===== src/rtl/fp_norm_round_pack.sv =====
// Single-precision adder back end: normalise the raw sum, round to nearest-even and pack.
// Two registered stages with valid/ready flow control on both sides.
module fp_norm_round_pack #(
  parameter int unsigned EXP_W = 8,
  parameter int unsigned MAN_W = 28
) (
  input  logic                 clk,
  input  logic                 rst_n,
  input  logic                 in_valid,
  output logic                 in_ready,
  input  logic                 in_sign,
  input  logic [EXP_W-1:0]     in_exp,
  input  logic [MAN_W-1:0]     in_mant,
  input  logic [4:0]           in_zcount,
  input  logic                 in_special,
  input  logic [EXP_W+23:0]    in_special_val,
  output logic                 out_valid,
  input  logic                 out_ready,
  output logic [EXP_W+23:0]    out_result,
  output logic                 out_overflow,
  output logic                 out_underflow
);

  localparam int unsigned E_W    = EXP_W + 2;
  localparam int unsigned NM_W   = MAN_W - 1;
  localparam int unsigned FRAC_W = 23;
  localparam int unsigned SIG_W  = FRAC_W + 1;
  localparam int unsigned ZC_W   = 5;
  localparam int unsigned RES_W  = 1 + EXP_W + FRAC_W;
  localparam logic signed [E_W-1:0] EXP_MAX = E_W'((1 << EXP_W) - 1);

  // Stage 1 pipeline registers
  logic                    s1_valid;
  logic                    s1_sign;
  logic signed [E_W-1:0]   s1_e;
  logic [NM_W-1:0]         s1_m;
  logic                    s1_zero;
  logic                    s1_special;
  logic [RES_W-1:0]        s1_special_val;

  logic s2_load;

  assign s2_load  = !out_valid || out_ready;
  assign in_ready = !s1_valid || s2_load;

  // Normalise: shift so bit 26 is the hidden bit, clamping at the denormal exponent
  logic signed [E_W-1:0] exp_s;
  logic signed [E_W-1:0] zc_m1;
  logic signed [E_W-1:0] exp_m1;
  logic signed [E_W-1:0] shift_k;
  logic signed [E_W-1:0] norm_e;
  logic [NM_W-1:0]       norm_m;
  logic                  norm_zero;

  always_comb begin
    exp_s     = signed'(E_W'(in_exp));
    zc_m1     = signed'(E_W'(in_zcount) - E_W'(1));
    exp_m1    = exp_s - signed'(E_W'(1));
    shift_k   = (zc_m1 < exp_m1) ? zc_m1 : exp_m1;
    norm_zero = (in_zcount == ZC_W'(MAN_W));
    norm_m    = in_mant[NM_W-1:0];
    norm_e    = exp_s;
    if (shift_k[E_W-1]) begin
      shift_k = '0;
    end
    if (in_zcount == '0) begin
      // Carry set: shift right one, folding the dropped bit into sticky
      norm_m = {in_mant[MAN_W-1:2], in_mant[1] | in_mant[0]};
      norm_e = exp_s + signed'(E_W'(1));
    end else if (in_zcount != ZC_W'(1)) begin
      norm_m = in_mant[NM_W-1:0] << shift_k[ZC_W-1:0];
      norm_e = exp_s - shift_k;
    end
  end

  always_ff @(posedge clk or negedge rst_n) begin
    if (!rst_n) begin
      s1_valid       <= 1'b0;
      s1_sign        <= 1'b0;
      s1_e           <= '0;
      s1_m           <= '0;
      s1_zero        <= 1'b0;
      s1_special     <= 1'b0;
      s1_special_val <= '0;
    end else if (in_ready) begin
      s1_valid <= in_valid;
      if (in_valid) begin
        s1_sign        <= in_sign;
        s1_e           <= norm_e;
        s1_m           <= norm_m;
        s1_zero        <= norm_zero;
        s1_special     <= in_special;
        s1_special_val <= in_special_val;
      end
    end
  end

  // Round to nearest-even on [26:3] and assemble the packed word
  logic [SIG_W-1:0]      sig;
  logic [SIG_W:0]        sig_rnd;
  logic                  rnd_up;
  logic                  inexact;
  logic                  is_normal;
  logic signed [E_W-1:0] fin_e;
  logic [EXP_W-1:0]      exp_field;
  logic [FRAC_W-1:0]     frac;
  logic [RES_W-1:0]      res_c;
  logic                  ovf_c;
  logic                  ufl_c;

  always_comb begin
    sig       = s1_m[NM_W-1:3];
    rnd_up    = s1_m[2] & (s1_m[1] | s1_m[0] | s1_m[3]);
    inexact   = |s1_m[2:0];
    sig_rnd   = {1'b0, sig} + (SIG_W+1)'(rnd_up);
    fin_e     = s1_e;
    frac      = sig_rnd[FRAC_W-1:0];
    if (sig_rnd[SIG_W]) begin
      fin_e = s1_e + signed'(E_W'(1));
      frac  = '0;
    end
    // A denormal that rounds into the hidden bit already carries exponent 1
    is_normal = sig_rnd[SIG_W] | sig_rnd[SIG_W-1];
    exp_field = is_normal ? fin_e[EXP_W-1:0] : '0;
    ovf_c     = is_normal && (fin_e >= EXP_MAX);
    ufl_c     = !is_normal && inexact;
    res_c     = {s1_sign, exp_field, frac};
    if (ovf_c) begin
      res_c = {s1_sign, {EXP_W{1'b1}}, {FRAC_W{1'b0}}};
    end
    if (s1_zero) begin
      res_c = {s1_sign, {(RES_W-1){1'b0}}};
      ovf_c = 1'b0;
      ufl_c = 1'b0;
    end
    if (s1_special) begin
      res_c = s1_special_val;
      ovf_c = 1'b0;
      ufl_c = 1'b0;
    end
  end

  always_ff @(posedge clk or negedge rst_n) begin
    if (!rst_n) begin
      out_valid     <= 1'b0;
      out_result    <= '0;
      out_overflow  <= 1'b0;
      out_underflow <= 1'b0;
    end else if (s2_load) begin
      out_valid <= s1_valid;
      if (s1_valid) begin
        out_result    <= res_c;
        out_overflow  <= ovf_c;
        out_underflow <= ufl_c;
      end
    end
  end

endmodule

===== config.mk =====
export PLATFORM = sky130hd
export DESIGN_NAME = fp_norm_round_pack
export DESIGN_NICKNAME = d
export VERILOG_FILES = /design/src/rtl/fp_norm_round_pack.sv
export SDC_FILE = /design/constraint.sdc
export NUM_CORES = 1
export LEC_CHECK = 0
export ABC_AREA = 0
export CAP_MARGIN = 0
export CORE_ASPECT_RATIO = 1.25
export CORE_MARGIN = 1.5
export CORE_UTILIZATION = 45
export CTS_BUF_LIST = sky130_fd_sc_hd__clkbuf_4 sky130_fd_sc_hd__clkbuf_8
export DETAILED_ROUTE_END_ITERATION = 12
export GPL_TIMING_DRIVEN = 0
export PLACE_DENSITY_LB_ADDON = 0.3
export REMOVE_ABC_BUFFERS = 1
export SYNTH_ARGS = -nofsm -noshare
export SYNTH_HDL_FRONTEND = slang
export SYNTH_SLANG_ARGS = --single-unit

===== constraint.sdc =====
create_clock -name clk -period 3.9 [get_ports clk]
set_clock_uncertainty 0.2 [all_clocks]
set_input_delay 1.17 -clock clk [delete_from_list [all_inputs] [get_ports clk]]
set_output_delay 1.17 -clock clk [all_outputs]
set_load 0.05 [all_outputs]

* Yosys cells after proc, flatten, opt, wreduce, memory -nomap -nowiden
Cells that the tools add are included.
** Cells by class
- $add $sub $neg :: 6
- Magnitude comparators :: 2
- Reductions and logical operators :: 11
- Shifts and indexed selects :: 1
- Eq/ne operators :: 2
- Bitwise operators :: 5
- Muxes and demuxes :: 16
** Operator list (count)
- 31-bit two-way mux :: 2
- 27-bit two-way mux :: 2
- 10-bit two-way mux :: 4
- 32-bit two-way mux :: 1
- 27-bit by 5-bit << shifter with 27-bit output :: 1
- 24-bit by 1-bit adder with 25-bit output :: 1
- 23-bit two-way mux :: 1
- 10-bit by 2-bit adder with 10-bit output, second input constant :: 1
- 10-bit by 9-bit greater-or-equal comparator with 1-bit output, second input constant :: 1
- 9-bit by 10-bit subtractor with 10-bit output :: 1
- 8-bit by 1-bit adder with 9-bit output, second input constant :: 1
- 6-bit by 9-bit less-than comparator with 1-bit output :: 1
- 9-bit two-way mux :: 1
- 8-bit by 1-bit subtractor with 9-bit output, second input constant :: 1
- 8-bit two-way mux :: 1
- 5-bit by 1-bit subtractor with 6-bit output, second input constant :: 1
- 5-bit == test, second input constant :: 1
- 5-bit zero test :: 1
- 5-bit by 1-bit inequality test with 1-bit output, second input constant :: 1
- 1-bit two-way mux :: 4
- 1-bit bitwise OR :: 4
- 2-bit AND reduction :: 2
- 1-bit zero test :: 3
- 3-bit OR reduction :: 1
- other kinds (3) :: 5
** Word-level totals
- Register bits after elaboration :: 108
- Bits of input ports :: 79
- Word-level logic and storage cells :: 54
- Output and inout port bits :: 36

* Logic depth before layout (Yosys ltp)
- Depth in word-level cells :: 10
- Gate-level depth with buffers :: 28
- Depth with buffers taken out :: 23

* Worst setup path before layout
OpenSTA, ideal clock, no wires.
- Path type :: input-to-reg
- Start :: in in_exp[0]
- End :: reg s1_e[7]
- Setup slack :: -2477 ps
- Arrival time :: 6095 ps
- Library setup time :: 82 ps
- Stages on the path :: 28
- Cells stage by stage :: buf_2 -> inv_1 -> ha_1 -> nand3b_1 -> or3_1 -> clkbuf_1 -> ha_1 -> clkbuf_1 -> a21o_1 -> a21oi_1 -> and3_1 -> clkbuf_1 -> nor3_1 -> nor4b_1 -> inv_2 -> buf_2 -> buf_2 -> ha_1 -> inv_1 -> o21ai_0 -> and2_1 -> o21ai_0 -> nand2b_1 -> a21o_1 -> a21o_1 -> xor2_1 -> nand3_1 -> a31oi_1
** Between the ends
- Word-level cells in the longest chain between the ends :: 7
- Elaborated cells on any way between the ends :: 8
- Classes of those cells :: 3 x add/sub; 1 x order compare; 4 x mux
** Ends and longest elaborated chain
- from (decl) :: line 12 : input logic [EXP_W-1:0] in_exp,
- 8-bit by 1-bit subtractor with 9-bit output :: line 58 : exp_m1 = exp_s - signed'(E_W'(1));
- 6-bit by 9-bit less-than comparator with 1-bit output :: line 59 : shift_k = (zc_m1 < exp_m1) ? zc_m1 : exp_m1;
- 10-bit two-way mux :: line 59
- 9-bit two-way mux :: line 63 : if (shift_k[E_W-1]) begin
- 9-bit by 10-bit subtractor with 10-bit output :: line 72 : norm_e = exp_s - shift_k;
- 10-bit two-way mux :: line 70 : end else if (in_zcount != ZC_W'(1)) begin
- 10-bit two-way mux (*) :: line 66 : if (in_zcount == '0) begin
- to (signal assigned) :: line 89 : s1_e <= norm_e;
- to (decl) :: line 35 : logic signed [E_W-1:0] s1_e;
Every way passes the cells marked *; elsewhere a longest branch is shown, timed or not.
A chain may end at the register's enable or synchronous reset.

* Worst setup path in the final report
- Start :: in in_zcount[0]
- End :: reg s1_e[6]
** Between the ends
- Word-level cells in the longest chain between the ends :: 7
- Elaborated cells on any way between the ends :: 9
- Classes of those cells :: 2 x add/sub; 1 x order compare; 1 x eq/ne; 4 x mux; 1 x reduce/logical
** Ends and longest elaborated chain
- from (decl) :: line 14 : input logic [4:0] in_zcount,
- 5-bit by 1-bit subtractor with 6-bit output :: line 57 : zc_m1 = signed'(E_W'(in_zcount) - E_W'(1));
- 6-bit by 9-bit less-than comparator with 1-bit output :: line 59
- 10-bit two-way mux :: line 59
- 9-bit two-way mux :: line 63
- 9-bit by 10-bit subtractor with 10-bit output :: line 72
- 10-bit two-way mux :: line 70
- 10-bit two-way mux (*) :: line 66
Marked as above.

==> flow_summary.json <==
{
  "worst_slew_pin_slew_ns": 1.22,
  "clock-root-buffer": "clkbuf_8",
  "grt_overflow": 0,
  "maxCapViolCount": 0,
  "hpwl_um": 17100,
  "cts.sinks": 108,
  "place_congestion": 0.981,
  "avgSynthCellArea_um2": 7.92,
  "hold_viol_final": 0,
  "drtAntennaViolNets": 0,
  "avgViaCountPerCell": 6.14,
  "period_needed_ns": 5.11,
  "first_pass_iters": 6,
  "fin_nets": 1257,
  "yosysWarningCount": 0,
  "die_y_um": 151,
  "synth_edf_count": 0,
  "start_kind": "input pin",
  "p_leak_nw": 4.75,
  "cp_slowest_cell": "a2111o_1",
  "status": "finished, violations left",
  "crit_fanout": 6,
  "grt_pass1_vias": 8169,
  "rows": 53,
  "violations": "setup timing",
  "grt_usage": 0.291,
  "die_w_um": 121,
  "drc": 0,
  "clockBufferDepth": 2,
  "relSlewSlack": 0.189,
  "syn_inst": 996,
  "avgRoutedWirePerCell_um": 20.0,
  "worstSkewPairLatency_ns": 0.37,
  "fmax_ghz": 0.196,
  "ir_worst_vdd_uv": 181,
  "crit_buf_inv": 5,
  "numCtsBuffers": 9,
  "drive_above_1_share": 0.235,
  "grt_max_degree": 56,
  "most-common-layout-cells": "nand2_1 (191), dfrtp_1 (108), clkdlybuf4s50_1 (99)",
  "required_ns": 3.99,
  "grt_antenna_before_repair": 0,
  "synth_ff_type": "dfrtp_1",
  "ys_seq_elements": 108,
  "diodes": 0,
  "io_buffers": 114,
  "syn_to_final_growth_pct": 42.2,
  "timing.rr.start": "s1_m[3]$_DFFE_PN0P_",
  "syn_area_um2": 7890,
  "drv_slew": 0,
  "crit_family": "compound AO/OA/AOI/OAI gates",
  "core_um2": 17000,
  "finalPower_mw": 4.69,
  "vias": 8486,
  "final_common_cell": "nand2_1",
  "layout.cells.non_filler": 1383,
  "power.density_nw_per_um2": 418,
  "fin_hold_ws_ns": 0.280,
  "hp-start": "s1_special_val[13]$_DFFE_PN0P_",
  "fillCellCount": 1415,
  "htree_num_levels": 3,
  "synthArstFlopShare": 1.00,
  "ys_seq_area_frac": 0.343,
  "grt_pass1_wl_um": 42300,
  "setup_viol": 37,
  "io_pins": 115,
  "initial_core_util": 0.465,
  "grt_setup_unrepaired": "yes",
  "worstPathCellList": "clkdlybuf4s15_2 > inv_2 > ha_4 > nor3b_2 > xor2_1 > nor2_1 > o22ai_2 > a2111o_1 > and3_4 > nor4_4 > bufinv_8 > buf_6 > buf_6 > fa_2 > nand2_1 > nand2_1 > a21oi_2 > o21bai_2 > a21oi_2 > xnor2_1 > o221ai_1 > o21ai_1",
  "critPathKind": "input pin to flip-flop",
  "drt-initial-drc-count": 1093,
  "worst_ep_arrival_time_ns": 5.20,
  "post-route-period-util": 1.31,
  "cts_tree": "yes",
  "clkTransAtPathRegs_ns": 0.10,
  "cpPeakStageDelay_ns": 0.56,
  "die_area_um2": 18300,
  "synth_cell_types": 79,
  "worstSetupEndpointType": "flip-flop",
  "startpoint": "in_zcount[0]",
  "dp.cells": 1270,
  "wl_um": 27700,
  "min_path_type": "flip-flop to flip-flop",
  "fin_ws_ns": -1.21
}
-- metrics by stage --
stage / worst slack [ns] / util / TNS (ns) / instance area, um^2
floorplan: -3.10 / - / -77.43 / 7620
global placement: -5.45 / 0.533 / -466.60 / 9040
detailed placement: -4.31 / 0.538 / -141.21 / 9130
CTS: -1.08 / 0.638 / -27.10 / 10800
global route: -1.39 / 0.661 / -36.58 / 11200
finish: -1.21 / 0.661 / -32.57 / 11200
-- cells by family after synthesis --
family / synth area share
multiplexers: 0.0590
adder cells (fa/ha/maj): 0.0327
AO/OA/AOI/OAI: 0.242
buffers and inverters: 0.0442
flip-flops: 0.343
XOR/XNOR: 0.0500
AND/OR/NAND/NOR: 0.229
-- final timing paths --
| check | endpoint | slack [ns] | cells after the start |
|---|---|---|---|
| worst max register to register | out_result[0]$_DFFE_PN0P_ | 0.20 | 17 |
| worst min register to register | s1_special_val[13]$_DFFE_PN0P_ | 0.28 | 2 |
| max in group asynchronous | s1_special_val[21]$_DFFE_PN0P_ | 2.13 | 2 |
| min in group asynchronous | s1_e[8]$_DFFE_PN0P_ | 0.65 | 1 |
| worst max-delay path | s1_e[6]$_DFFE_PN0P_ | -1.21 | 22 |
| worst min-delay path | s1_special_val[13]$_DFFE_PN0P_ | 0.28 | 2 |
-- metal layers --
layer  wire (um)  up-vias  track usage  part of all wire
met2       13400      412        0.487              0.48
met4        1270        0        0.145             0.046
met3        1830       94       0.0369             0.066
li1            -     3929            -                 -
met5           0        -            0                 0
met1       11200     4051        0.371              0.40
-- worst min-delay path: stages (launching register included) --
cell     delay [ns]
dfrtp_1        0.34
nand2_1        0.05
nand2_1        0.06
-- area by class of cell --
class | instances | area, um^2 | area share
inverter | 22 | 143 | 0.0127
clock inverter | 6 | 40.0 | 0.00357
tap | 220 | 275 | 0.0245
timing repair buffer | 212 | 2130 | 0.190
clock buffer | 10 | 138 | 0.0123
sequential | 108 | 2700 | 0.241
multi-input combinational | 803 | 5780 | 0.515
timing repair inverter | 2 | 12.5 | 0.00112
-- sequential cells by signal, summed over array words and instances, names as in the netlist --
name / cells
out_result: 32
s1_special_val: 32
s1_m: 27
s1_e: 10
out_overflow: 1
out_underflow: 1
out_valid: 1
s1_sign: 1
s1_special: 1
s1_valid: 1
s1_zero: 1
-- repair_timing --
action	CTS	global route
pin swaps	78	61
setup buffers	69	32
gates cloned	6	1
hold buffers	0	0
setup endpoints to repair	67	62
resized for setup	255	57
-- Yosys cell counts, types with 10 or more instances --
| library cell | number | area [um^2] |
|---|---|---|
| nand2_1 | 200 | 751 |
| dfrtp_1 | 108 | 2700 |
| a21oi_1 | 84 | 420 |
| nor2_1 | 58 | 218 |
| o21ai_0 | 54 | 270 |
| clkbuf_1 | 50 | 188 |
| mux2i_1 | 42 | 420 |
| nand3_1 | 36 | 180 |
| and3_1 | 32 | 200 |
| o22ai_1 | 29 | 181 |
| a211oi_1 | 26 | 195 |
| xor2_1 | 26 | 228 |
| ha_1 | 19 | 238 |
| xnor2_1 | 19 | 166 |
| inv_1 | 17 | 63.8 |
| nor3_1 | 13 | 65.1 |
| and2_1 | 11 | 68.8 |
| a21o_1 | 10 | 75.1 |
| nand4_1 | 10 | 62.6 |
| o211ai_1 | 10 | 75.1 |
-- where the power goes --
group	internal, mW	switching (mW)	total [mW]
combinational	1.07	1.42	2.49
clock	0.249	0.372	0.621
sequential	1.35	0.225	1.58
Power figures use the tool's default switching activity.
